<file path="src/rtl/i2s_pkg.sv">
// Shared types and default ratios for the I2S master clock generator.
package i2s_pkg;

  typedef enum logic [1:0] {
    IDLE     = 2'd0,
    RUN      = 2'd1,
    STOPPING = 2'd2
  } clkgen_state_t;

  localparam int I2S_MCLK_PER_SCLK  = 4;
  localparam int I2S_SCLK_PER_FRAME = 64;
  localparam int I2S_FRAME_CNT_W    = 16;

endpackage

</file>
<file path="src/rtl/i2s_sclk_div.sv">
// mclk-to-sclk phase counter with raw "next sclk edge" decode.
module i2s_sclk_div
  import i2s_pkg::*;
#(
  parameter int MCLK_PER_SCLK = I2S_MCLK_PER_SCLK
) (
  input  logic mclk,
  input  logic reset_n,
  input  logic step_i,
  output logic last_o,
  output logic half_o
);

  localparam int DIV_W = (MCLK_PER_SCLK > 1) ? $clog2(MCLK_PER_SCLK) : 1;
  localparam logic [DIV_W-1:0] DIV_LAST = DIV_W'(MCLK_PER_SCLK - 1);
  localparam logic [DIV_W-1:0] DIV_HALF = DIV_W'(MCLK_PER_SCLK / 2 - 1);

  logic [DIV_W-1:0] div_q, div_d;

  always_comb begin
    div_d = div_q;
    if (step_i) begin
      div_d = (div_q == DIV_LAST) ? '0 : div_q + 1'b1;
    end
  end

  // Parking at the last phase makes the first RUN cycle a frame-start cycle.
  always_ff @(posedge mclk or negedge reset_n) begin
    if (!reset_n) begin
      div_q <= DIV_LAST;
    end else begin
      div_q <= div_d;
    end
  end

  assign last_o = (div_q == DIV_LAST);
  assign half_o = (div_q == DIV_HALF);

endmodule

</file>
<file path="src/rtl/i2s_clkgen.sv">
// Master-mode I2S sclk/lrclk generator with frame-aligned start/stop.
// Optional frame counter built when I2S_CLKGEN_FRAME_CNT_EN is defined.
module i2s_clkgen
  import i2s_pkg::*;
#(
  parameter int MCLK_PER_SCLK  = I2S_MCLK_PER_SCLK,
  parameter int SCLK_PER_FRAME = I2S_SCLK_PER_FRAME
) (
  input  logic                       mclk,
  input  logic                       reset_n,
  input  logic                       i_enable,
  output logic                       o_sclk,
  output logic                       o_lrclk,
  output logic                       o_next_sclk_rise,
  output logic                       o_next_sclk_fall,
  output logic                       o_next_lrclk_rise,
  output logic                       o_next_lrclk_fall,
  output logic                       o_running,
  output logic [I2S_FRAME_CNT_W-1:0] o_frame_count
);

  localparam int BIT_W = $clog2(SCLK_PER_FRAME);
  localparam logic [BIT_W-1:0] BIT_LAST = BIT_W'(SCLK_PER_FRAME - 1);
  localparam logic [BIT_W-1:0] BIT_HALF = BIT_W'(SCLK_PER_FRAME / 2 - 1);

  clkgen_state_t    state_q, state_d;
  logic [BIT_W-1:0] bit_cnt_q, bit_cnt_d;
  logic             sclk_q, sclk_d;
  logic             lrclk_q, lrclk_d;
  logic             active, div_last, div_half, bit_last, bit_half;
  logic             stop_now, step;

  assign active   = (state_q == RUN) || (state_q == STOPPING);
  assign bit_last = (bit_cnt_q == BIT_LAST);
  assign bit_half = (bit_cnt_q == BIT_HALF);
  // Terminal cycle of a stopping frame: counters freeze and the frame-start strobe is withheld.
  assign stop_now = (state_q == STOPPING) && div_last && bit_last;
  assign step     = active && !stop_now;

  i2s_sclk_div #(
    .MCLK_PER_SCLK(MCLK_PER_SCLK)
  ) u_sclk_div (
    .mclk   (mclk),
    .reset_n(reset_n),
    .step_i (step),
    .last_o (div_last),
    .half_o (div_half)
  );

  assign o_next_sclk_rise  = active && div_half;
  assign o_next_sclk_fall  = step && div_last;
  assign o_next_lrclk_rise = step && div_last && bit_half;
  assign o_next_lrclk_fall = step && div_last && bit_last;
  assign o_running         = active;
  assign o_sclk            = sclk_q;
  assign o_lrclk           = lrclk_q;

  always_comb begin
    state_d   = state_q;
    bit_cnt_d = bit_cnt_q;
    sclk_d    = sclk_q;
    lrclk_d   = lrclk_q;
    unique case (state_q)
      IDLE:     if (i_enable) state_d = RUN;
      RUN:      if (!i_enable) state_d = STOPPING;
      STOPPING: begin
        if (stop_now) begin
          state_d = IDLE;
        end else if (i_enable) begin
          state_d = RUN;
        end
      end
      default:  state_d = IDLE;
    endcase
    if (step && div_last) begin
      bit_cnt_d = bit_last ? '0 : bit_cnt_q + 1'b1;
    end
    if (o_next_sclk_rise) sclk_d = 1'b1;
    // sclk still returns low on the terminal stop cycle even though its strobe is withheld.
    if (active && div_last) sclk_d = 1'b0;
    if (o_next_lrclk_rise) lrclk_d = 1'b1;
    if (o_next_lrclk_fall) lrclk_d = 1'b0;
  end

  always_ff @(posedge mclk or negedge reset_n) begin
    if (!reset_n) begin
      state_q   <= IDLE;
      bit_cnt_q <= BIT_LAST;
      sclk_q    <= 1'b0;
      lrclk_q   <= 1'b1;
    end else begin
      state_q   <= state_d;
      bit_cnt_q <= bit_cnt_d;
      sclk_q    <= sclk_d;
      lrclk_q   <= lrclk_d;
    end
  end

`ifdef I2S_CLKGEN_FRAME_CNT_EN
  logic [I2S_FRAME_CNT_W-1:0] frame_cnt_q, frame_cnt_d;

  always_comb begin
    frame_cnt_d = frame_cnt_q;
    if (o_next_lrclk_fall) frame_cnt_d = frame_cnt_q + 1'b1;
  end

  always_ff @(posedge mclk or negedge reset_n) begin
    if (!reset_n) begin
      frame_cnt_q <= '0;
    end else begin
      frame_cnt_q <= frame_cnt_d;
    end
  end

  assign o_frame_count = frame_cnt_q;
`else
  assign o_frame_count = '0;
`endif

endmodule

</file>
<file path="config.mk">
export PLATFORM = sky130hd
export DESIGN_NAME = i2s_clkgen
export DESIGN_NICKNAME = d
export VERILOG_FILES = /design/src/rtl/i2s_pkg.sv /design/src/rtl/i2s_sclk_div.sv /design/src/rtl/i2s_clkgen.sv
export SDC_FILE = /design/constraint.sdc
export NUM_CORES = 1
export LEC_CHECK = 0
export CAP_MARGIN = 20
export CORE_ASPECT_RATIO = 0.75
export CORE_MARGIN = 5
export CORE_UTILIZATION = 50
export CTS_CLUSTER_SIZE = 8
export DETAILED_ROUTE_END_ITERATION = 10
export GPL_ROUTABILITY_DRIVEN = 1
export GPL_TIMING_DRIVEN = 0
export PLACE_DENSITY = 0.81
export SYNTH_ARGS = -nofsm -noshare
export SYNTH_HDL_FRONTEND = slang
export SYNTH_SLANG_ARGS = --single-unit
</file>
<file path="constraint.sdc">
create_clock -name mclk -period 3.28 [get_ports mclk]
set_input_delay 0.328 -clock mclk [delete_from_list [all_inputs] [get_ports mclk]]
set_output_delay 0.328 -clock mclk [all_outputs]
set_load 0.01 [all_outputs]
</file>
# Word-level counts from Yosys, hierarchy flattened

Cells that the tools add are included.

Output and inout port bits: 23
RAM bits: 0
Bits of input ports: 3
Memories: 0
Bits in read-only memories: 0
Bits in registers: 12
Latch bits: 0
Word-level logic and storage cells: 37

Bitwise logic cells: 0
Shift operators: 0
Order comparisons: 0
Mux-type cells: 10
Multiply operators: 0
Divide/modulo/power cells: 0
Reduce and logical (&&, ||, !) cells: 13
Eq/ne operators: 7
Add/subtract/negate cells: 2

Operators by type and width:

| kind                  | number |
|---|---|
| $logic_and A1 B1 Y1   | 8 |
| $mux W2               | 4 |
| $add A6 B1 Y6 const B | 1 |
| $eq A6 B5 Y1 const B  | 1 |
| $eq A6 B6 Y1 const B  | 1 |
| $mux W6               | 1 |
| $pmux W2 S3           | 1 |
| $eq A2 B1 Y1 const B  | 2 |
| $eq A2 B2 Y1 const B  | 2 |
| $mux W1               | 4 |
| $reduce_bool A2 Y1    | 2 |
| $add A2 B1 Y2 const B | 1 |
| $logic_not A2 Y1      | 1 |
| $ne A2 B2 Y1 const B  | 1 |
| $logic_not A1 Y1      | 1 |
| $logic_or A1 B1 Y1    | 1 |

# Depth between registers and ports, before layout

Gate-level depths: netlist of run 1.

Depth in word-level cells: 9
Mapped depth: 6
Depth with buffers taken out: 5

# By module

Synthesis of run 1 repeated with hierarchy kept, for this count alone.

Cell total of the unflattened synthesis: 98
Area, all modules: 912.1 um2

By module, submodules not included:

| module       | area each (um2) | seq. area each (um2) | cells each | instances |
|---|---|---|---|---|
| i2s_clkgen   | 802.0           | 259.0                | 90         | 1 |
| i2s_sclk_div | 110.1           | 52.6                 | 8          | 1 |

# Least setup slack after synthesis of run 1

OpenSTA, ideal clock, no wires.

Kind: register to output
Start: register state_q[0]
End: output port o_next_lrclk_rise
Path buffers: 0
Cell stages (with the launch flop): 6
Data arrival time: 1355 ps
Path slack: 1597 ps
Cell sequence: dfrtp_1 inv_1 ha_1 and4_1 nand3_1 nor2_1

Elaborated cells between the ends (all ways): 9
Classes of those cells: 2 x eq/ne; 7 x reduce/logical

RTL lines:

| element                                      | RTL line         | source |
|---|---|---|
| from (decl)                                  | i2s_clkgen.sv:26 | `clkgen_state_t state_q, state_d;` |
| from (signal assigned)                       | i2s_clkgen.sv:92 | `state_q <= state_d;` |
| $eq A2 B1 Y1 or $eq A2 B2 Y1 (tied branches) | i2s_clkgen.sv:33 | `assign active = (state_q == RUN) \|\| (state_q == STOPPING);` |
| $logic_or A1 B1 Y1 *                         | i2s_clkgen.sv:33 |  |
| net o_running                                | i2s_clkgen.sv:18 | `output logic o_running,` |
| $logic_and A1 B1 Y1 *                        | i2s_clkgen.sv:38 | `assign step = active && !stop_now;` |
| $logic_and A1 B1 Y1 * (2 in series)          | i2s_clkgen.sv:52 | `assign o_next_lrclk_rise = step && div_last && bit_half;` |
| to (decl)                                    | i2s_clkgen.sv:16 | `output logic o_next_lrclk_rise,` |

Mark *: on every way through the listed nets, which the timed path passes. The rest lies on a longest branch.

# Final worst setup path of run 1

Start: register state_q[0]
End: output port o_next_lrclk_rise

Cells in the longest elaborated chain, start to end: 7
Elaborated cells between the ends (all ways): 9
Classes of those cells: 2 x eq/ne; 7 x reduce/logical

RTL lines:

| element                             | RTL line                           | source |
|---|---|---|
| $eq A2 B2 Y1                        | i2s_clkgen.sv:33, i2s_clkgen.sv:37 |  |
| $logic_and A1 B1 Y1 (2 in series)   | i2s_clkgen.sv:37                   | `assign stop_now = (state_q == STOPPING) && div_last && bit_last;` |
| $logic_not A1 Y1                    | i2s_clkgen.sv:38                   |  |
| $logic_and A1 B1 Y1 *               | i2s_clkgen.sv:38                   |  |
| $logic_and A1 B1 Y1 * (2 in series) | i2s_clkgen.sv:52                   |  |

Mark *: on every way between the ends. The rest lies on a longest branch, timed or not.

==> reports/metrics.csv, run 1 <==
metric,value,unit
synth_edf_count,0,
crit_buf_inv,2,
rsz0062_at_grt,no,
fin_ws,0.737,ns
r2r_setup_slack,1.58,ns
cp_max_fo,7,
pre_cts_slack,1.04,ns
crit_type,register to primary output,
worstMarginPinSlew,0.538,ns
yosys_warnings,0,
critPathMaxStageDelay,0.54,ns
p_sw_frac,0.386,
wire_per_inst,12.2,um
crit_arrival,2.21,ns
drt-pass1-iter-count,4,
yosys_most_used_dff,dfstp_2,
wl_met2,880,um
antenna_found_initial,0,
fp.dieH,47.3,um
final_util,0.653,
areaGrowthSynthToFinish,22.7,%
clkTransAtPathRegs,0.08,ns
post-route-period-util,0.775,
drtIter0Drc,1,
maxCapViolations,0,
p_int,0.000498,W
drc,0,
grt_max_degree,13,
die_x,59.7,um
synth_area_per_cell,9.75,sq um
ant_nets,0,
crit_required,2.95,ns
ys_types,35,
top_layer,met4,
yosysTopAreaCell,dfstp_2,
wl_met1,740,um
row_count,13,
yosysMostFrequentCell,buf_4,
regArea,312,sq um
slowest_stage,clkdlybuf4s50_1,
clock-sinks,12,
max_freq,0.393,GHz
grt_pass1_vias,671,
end_kind,primary output,
vdd_ir_drop_max,0.471,mV
post-synth-top-area-fraction,0.255,
synth_area_leaders,"dfstp_2 26%, buf_4 15%, ha_1 9.5%, dfrtp_1 8.1%, mux2i_1 4.3%",
place.gp.congestion,0.880,
grt_pass1_wl,2970,um
leakage,0.541,nW
maxSlewViolCount,0,
num-fill-cells,138,
antenna_cells,0,
synthCells,95,
initial_core_util,0.532,
cp_top_family,buffers and inverters,
seq_power_share,0.331,
post_cts_buffers,0,
clk_latency,0.28,ns
cts_tree,yes,
wirelength,1770,um
htree_levels,1,
slew-limit-headroom,0.641,
synth_seq_cells,12,
vias_per_cell,5.01,
fp.dieArea,2820,sq um
synthTopCellsByCount,"18 x buf_4, 9 x dfstp_2, 8 x inv_1, 7 x ha_1, 5 x a21oi_1",
hold_buffers,0,
fin_crit,2.54,ns
ys_seq_area_frac,0.336,
p_comb_frac,0.519,
power.density,714,nW/um^2
power.switching,0.000313,W
tns,0,ns
port-buffer-count,9,
route.vias.total,726,
setup_viol,0,
drive_above_1_share,0.325,
met3_wirelength,130,um
cts_buffers,3,
async_reset_ff_frac,1.00,
clock_path_buffers,2,
hold_violations,0,
core_area,1740,sq um
critical_path.cell_chain,inv_1 > ha_1 > and4_1 > nand3_1 > nor2_1 > clkdlybuf4s50_1,
start_kind,register,
cts_root_buf,clkbuf_4,
outcome,"complete, no violations",
finClkSkew,0.00188,ns
num_io_pins,26,
gr-total-overflow,0,
post_cts_resized,0,
grtUsageTotal,0.144,
hp-class,input port to asynchronous set/reset pin,
p_clk_frac,0.150,
netlist_area,926,sq um
multi_input_area,500,sq um
final_nets,134,
dpl.hpwl,1410,um
## per-stage QoR
step                hold slack (ns)  std cells  instance area [sq um]  power, W
floorplan                    0.0324        110                    982  0.000570
global placement              0.472        141                   1100  0.000666
detailed placement            0.476        141                   1100  0.000689
CTS                           0.421        145                   1140  0.000815
global route                  0.435        145                   1140  0.000885
finish                        0.394        145                   1140  0.000811
## final timing paths
path                                   startpoint                       end  cells after the start
setup / recovery           state_q[0]$_DFFE_PN0P_         o_next_lrclk_rise                      6
setup reg to reg           state_q[0]$_DFFE_PN0P_  bit_cnt_q[5]$_DFFE_PN1P_                      5
hold reg to reg               o_lrclk$_DFFE_PN1P_       o_lrclk$_DFFE_PN1P_                      1
hold / removal                            reset_n    state_q[0]$_DFFE_PN0P_                      1
max in group asynchronous                 reset_n  bit_cnt_q[5]$_DFFE_PN1P_                      1
min in group mclk             o_lrclk$_DFFE_PN1P_       o_lrclk$_DFFE_PN1P_                      1
## placed cells by master (no fill, tap or decap), drive strengths merged, types with 2 or more instances in the layout
cell type / count
a21oi: 5
and2: 3
buf: 19
clkbuf: 4
clkdlybuf4s50: 9
conb: 16
dfrtp: 3
dfstp: 9
ha: 7
inv: 8
mux2i: 4
nand2: 3
nand3: 4
nand4: 3
nor2: 4
nor3: 2
o211ai: 2
o21ai: 2
o21ba: 2
o41ai: 2
## flip-flops by register name, indices dropped and copies added, names as in the netlist
register / cells
bit_cnt_q: 6
state_q: 2
u_sclk_div.div_q: 2
o_lrclk: 1
o_sclk: 1
## cells by family (layout without fill, tap and decap cells)
group                      count (synthesis)  count (layout)  share of synthesized area
buffers and inverters                     27              40                      0.184
other                                      1              16                    0.00405
DFF                                       12              12                      0.336
AOI/OAI and AO/OA                         20              20                      0.177
and+or+nand+nor                           24              24                      0.161
muxes                                      4               4                     0.0432
adders and majority gates                  7               7                     0.0946
## worst reg2reg max path, cell delays in order (launching register included)
cell     delay [ns]
dfrtp_1        0.41
inv_1          0.10
ha_1           0.41
nand4_1        0.18
o41ai_1        0.39
o41ai_1        0.13
## metal layers
| layer | track usage | vias up |
|---|---|---|
| met5 | 0 | - |
| met4 | 0.0575 | 0 |
| met3 | 0.0604 | 5 |
| met2 | 0.235 | 26 |
| met1 | 0.171 | 334 |
| li1 | - | 361 |
## power by group through the flow
stage	sequential (W)	clock (W)	combinational [W]
after floorplan	0.000265	0	0.000305
after CTS	0.000269	0.000124	0.000423
after detailed placement	0.000271	0	0.000418
after global routing	0.000279	0.000135	0.000471
final	0.000269	0.000121	0.000421
after global placement	0.000268	0	0.000398
## cell type report
| class | count | share of cell area |
|---|---|---|
| buffer | 19 | 0.123 |
| clock buffer | 4 | 0.0319 |
| inverter | 8 | 0.0264 |
| multi-input combinational | 71 | 0.441 |
| sequential | 12 | 0.274 |
| tap | 22 | 0.0242 |
| timing repair buffer | 9 | 0.0793 |
No activity file was read; power rests on OpenSTA's default activity.
==> inputs of run 2 (changes only) <==
CORE_UTILIZATION = 42   (was 50)
PLACE_DENSITY = 0.72   (was 0.81)
clock period = 2.06 ns   (was 3.28 ns; I/O delays follow)
==> run 2 against run 1 <==
Sequential share of layout area is 1.7 points lower. Critical path depth shrank 1. Count of clock-buffer cells in the layout unchanged. Register-to-register slack worse by 1.2 ns. Via count is 1.1% higher. Clock power grew 58%. Utilization decreased by 6.1 points. Non-clock buffer count up 6. Power grew 73%. Highest routed layer unchanged.
==> reports/metrics.csv, run 2 (same netlist as run 1, synthesis figures left out) <==
metric,value,unit
outcome,"complete, no violations",
drive_above_1_share,0.388,
seq_power_share,0.297,
leakage,0.583,nW
final_nets,140,
initial_core_util,0.452,
max_freq,0.497,GHz
antenna_found_initial,0,
power.density,1150,nW/um^2
vdd_ir_drop_max,0.992,mV
stdcell_count,153,
r2r-start,bit_cnt_q[1]$_DFFE_PN1P_,
final_common_cell,buf_4,
reg2reg_depth,6,
grt_pass1_wl,3150,um
rsz0062_at_grt,yes,
drt-pass1-iter-count,4,
layout_common_cells,"25 x buf_4, 16 x conb_1, 9 x dfstp_2",
grtUsageTotal,0.123,
fin_crit,2.01,ns
num_io_pins,26,
cts_buffers,3,
start_kind,register,
r2r_setup_slack,0.41,ns
setup_viol,0,
stdcell_area,1210,sq um
clock-sinks,12,
fp.dieArea,3250,sq um
row_count,14,
cp_max_fo,5,
largest_reg_flops,6,
place.gp.congestion,0.904,
drc,0,
cts_root_buf,clkbuf_4,
die_x,64.2,um
wire_per_inst,12.5,um
maxSlewViolCount,0,
dpl.hpwl,1330,um
crit_required,1.85,ns
ant_nets,0,
cts_tree,yes,
p_sw_frac,0.378,
final_util,0.592,
p_comb_frac,0.566,
grt_max_degree,13,
end_kind,primary output,
gr-total-overflow,0,
tns,0,ns
hold_violations,0,
top_regs,"bit_cnt_q (6), state_q (2), u_sclk_div.div_q (2)",
post-route-period-util,0.977,
p_int,0.000871,W
p_clk_frac,0.137,
crit_arrival,1.81,ns
wirelength,1910,um
port-buffer-count,9,
crit_type,register to primary output,
vias_per_cell,4.80,
placedCellCount,143,
maxCapViolations,0,
clkTransAtPathRegs,0.08,ns
clk_latency,0.28,ns
drtIter0Drc,16,
holdWs,0.282,ns
power.switching,0.000529,W
clock_path_buffers,2,
slew-limit-headroom,0.632,
top_register,bit_cnt_q,
finClkSkew,0.00177,ns
hp-class,input port to asynchronous set/reset pin,
htree_levels,1,
grt_pass1_vias,687,
hold_buffers,0,
worstMarginPinSlew,0.550,ns
placed_area,1100,sq um
r2r_end,u_sclk_div.div_q[1]$_DFFE_PN1N_,
antenna_cells,0,
route.vias.total,734,
fp.dieH,50.7,um
areaGrowthSynthToFinish,30.9,%
core_area,2050,sq um
==> run 2: cell types whose count changed in the layout (fill, tap and decap cells not counted) <==
| cell | change |
|---|---|
| and4_1 | -1 |
| and4_4 | +1 |
| buf_2 | -1 |
| buf_4 | +7 |
| clkdlybuf4s50_1 | -3 |
| dlygate4sd2_1 | +3 |
| ha_1 | -3 |
| ha_2 | +1 |
| ha_4 | +2 |
==> run 2: layout make-up <==
class / count / area, sq um
Inverter: 8 / 30.0
Buffer: 19 / 143
Sequential cell: 12 / 312
Fill cell: 180 / 837
Multi-Input combinational cell: 71 / 531
Timing Repair Buffer: 15 / 131
Tap cell: 24 / 30.0
Clock buffer: 4 / 36.3
==> run 2: worst max-delay path by stage <==
stage                                  start           endpoint  cells past startpoint
finish                state_q[0]$_DFFE_PN0P_   o_next_sclk_fall                      5
global route        bit_cnt_q[1]$_DFFE_PN1P_   o_next_sclk_fall                      5
CTS                   state_q[0]$_DFFE_PN0P_   o_next_sclk_fall                      5
detailed placement    state_q[0]$_DFFE_PN0P_  o_next_lrclk_rise                      6
global placement      state_q[0]$_DFFE_PN0P_  o_next_lrclk_rise                      6
floorplan             state_q[0]$_DFFE_PN0P_  o_next_lrclk_rise                      5
==> run 2: per-stage QoR <==
step | setup slack [ns] | power, W
3_5_place_dp | -0.0430 | 0.00109
4_1_cts | 0.00207 | 0.00138
5_1_grt | -0.0285 | 0.00150
2_1_floorplan | 0.499 | 0.000908
3_3_place_gp | -0.0202 | 0.00107
6_report | 0.0472 | 0.00140
==> run 2: power by group through the flow <==
| stage | logic [W] | clock network (W) | registers (W) |
|---|---|---|---|
| final | 0.000792 | 0.000191 | 0.000416 |
| after global routing | 0.000871 | 0.000211 | 0.000423 |
| after CTS | 0.000762 | 0.000197 | 0.000420 |
| after detailed placement | 0.000655 | 0 | 0.000434 |
| after global placement | 0.000640 | 0 | 0.000429 |
| after floorplan | 0.000486 | 0 | 0.000421 |
==> run 2: what timing repair did <==
action	4_1_cts	5_1_grt
buffers inserted	5	1
endpoints found under the setup margin	4	3
gates resized for setup	8	2
endpoints found under the hold margin	0	0
==> run 2: critical path, cell delays in order, from the launching register on <==
cell and delay, ns:
dfrtp_1 0.39, inv_1 0.14, ha_2 0.25, nand2_2 0.09, o31a_4 0.36, dlygate4sd2_1 0.29
==> run 2: layer usage <==
layer / vias up / GRT usage / wire length (um) / share of wire
met5: - / 0 / 0 / 0
met4: 0 / 0.0305 / 11 / 0.0058
met3: 2 / 0.0513 / 153 / 0.080
met2: 25 / 0.187 / 880 / 0.46
met1: 332 / 0.161 / 864 / 0.45
li1: 375 / - / - / -
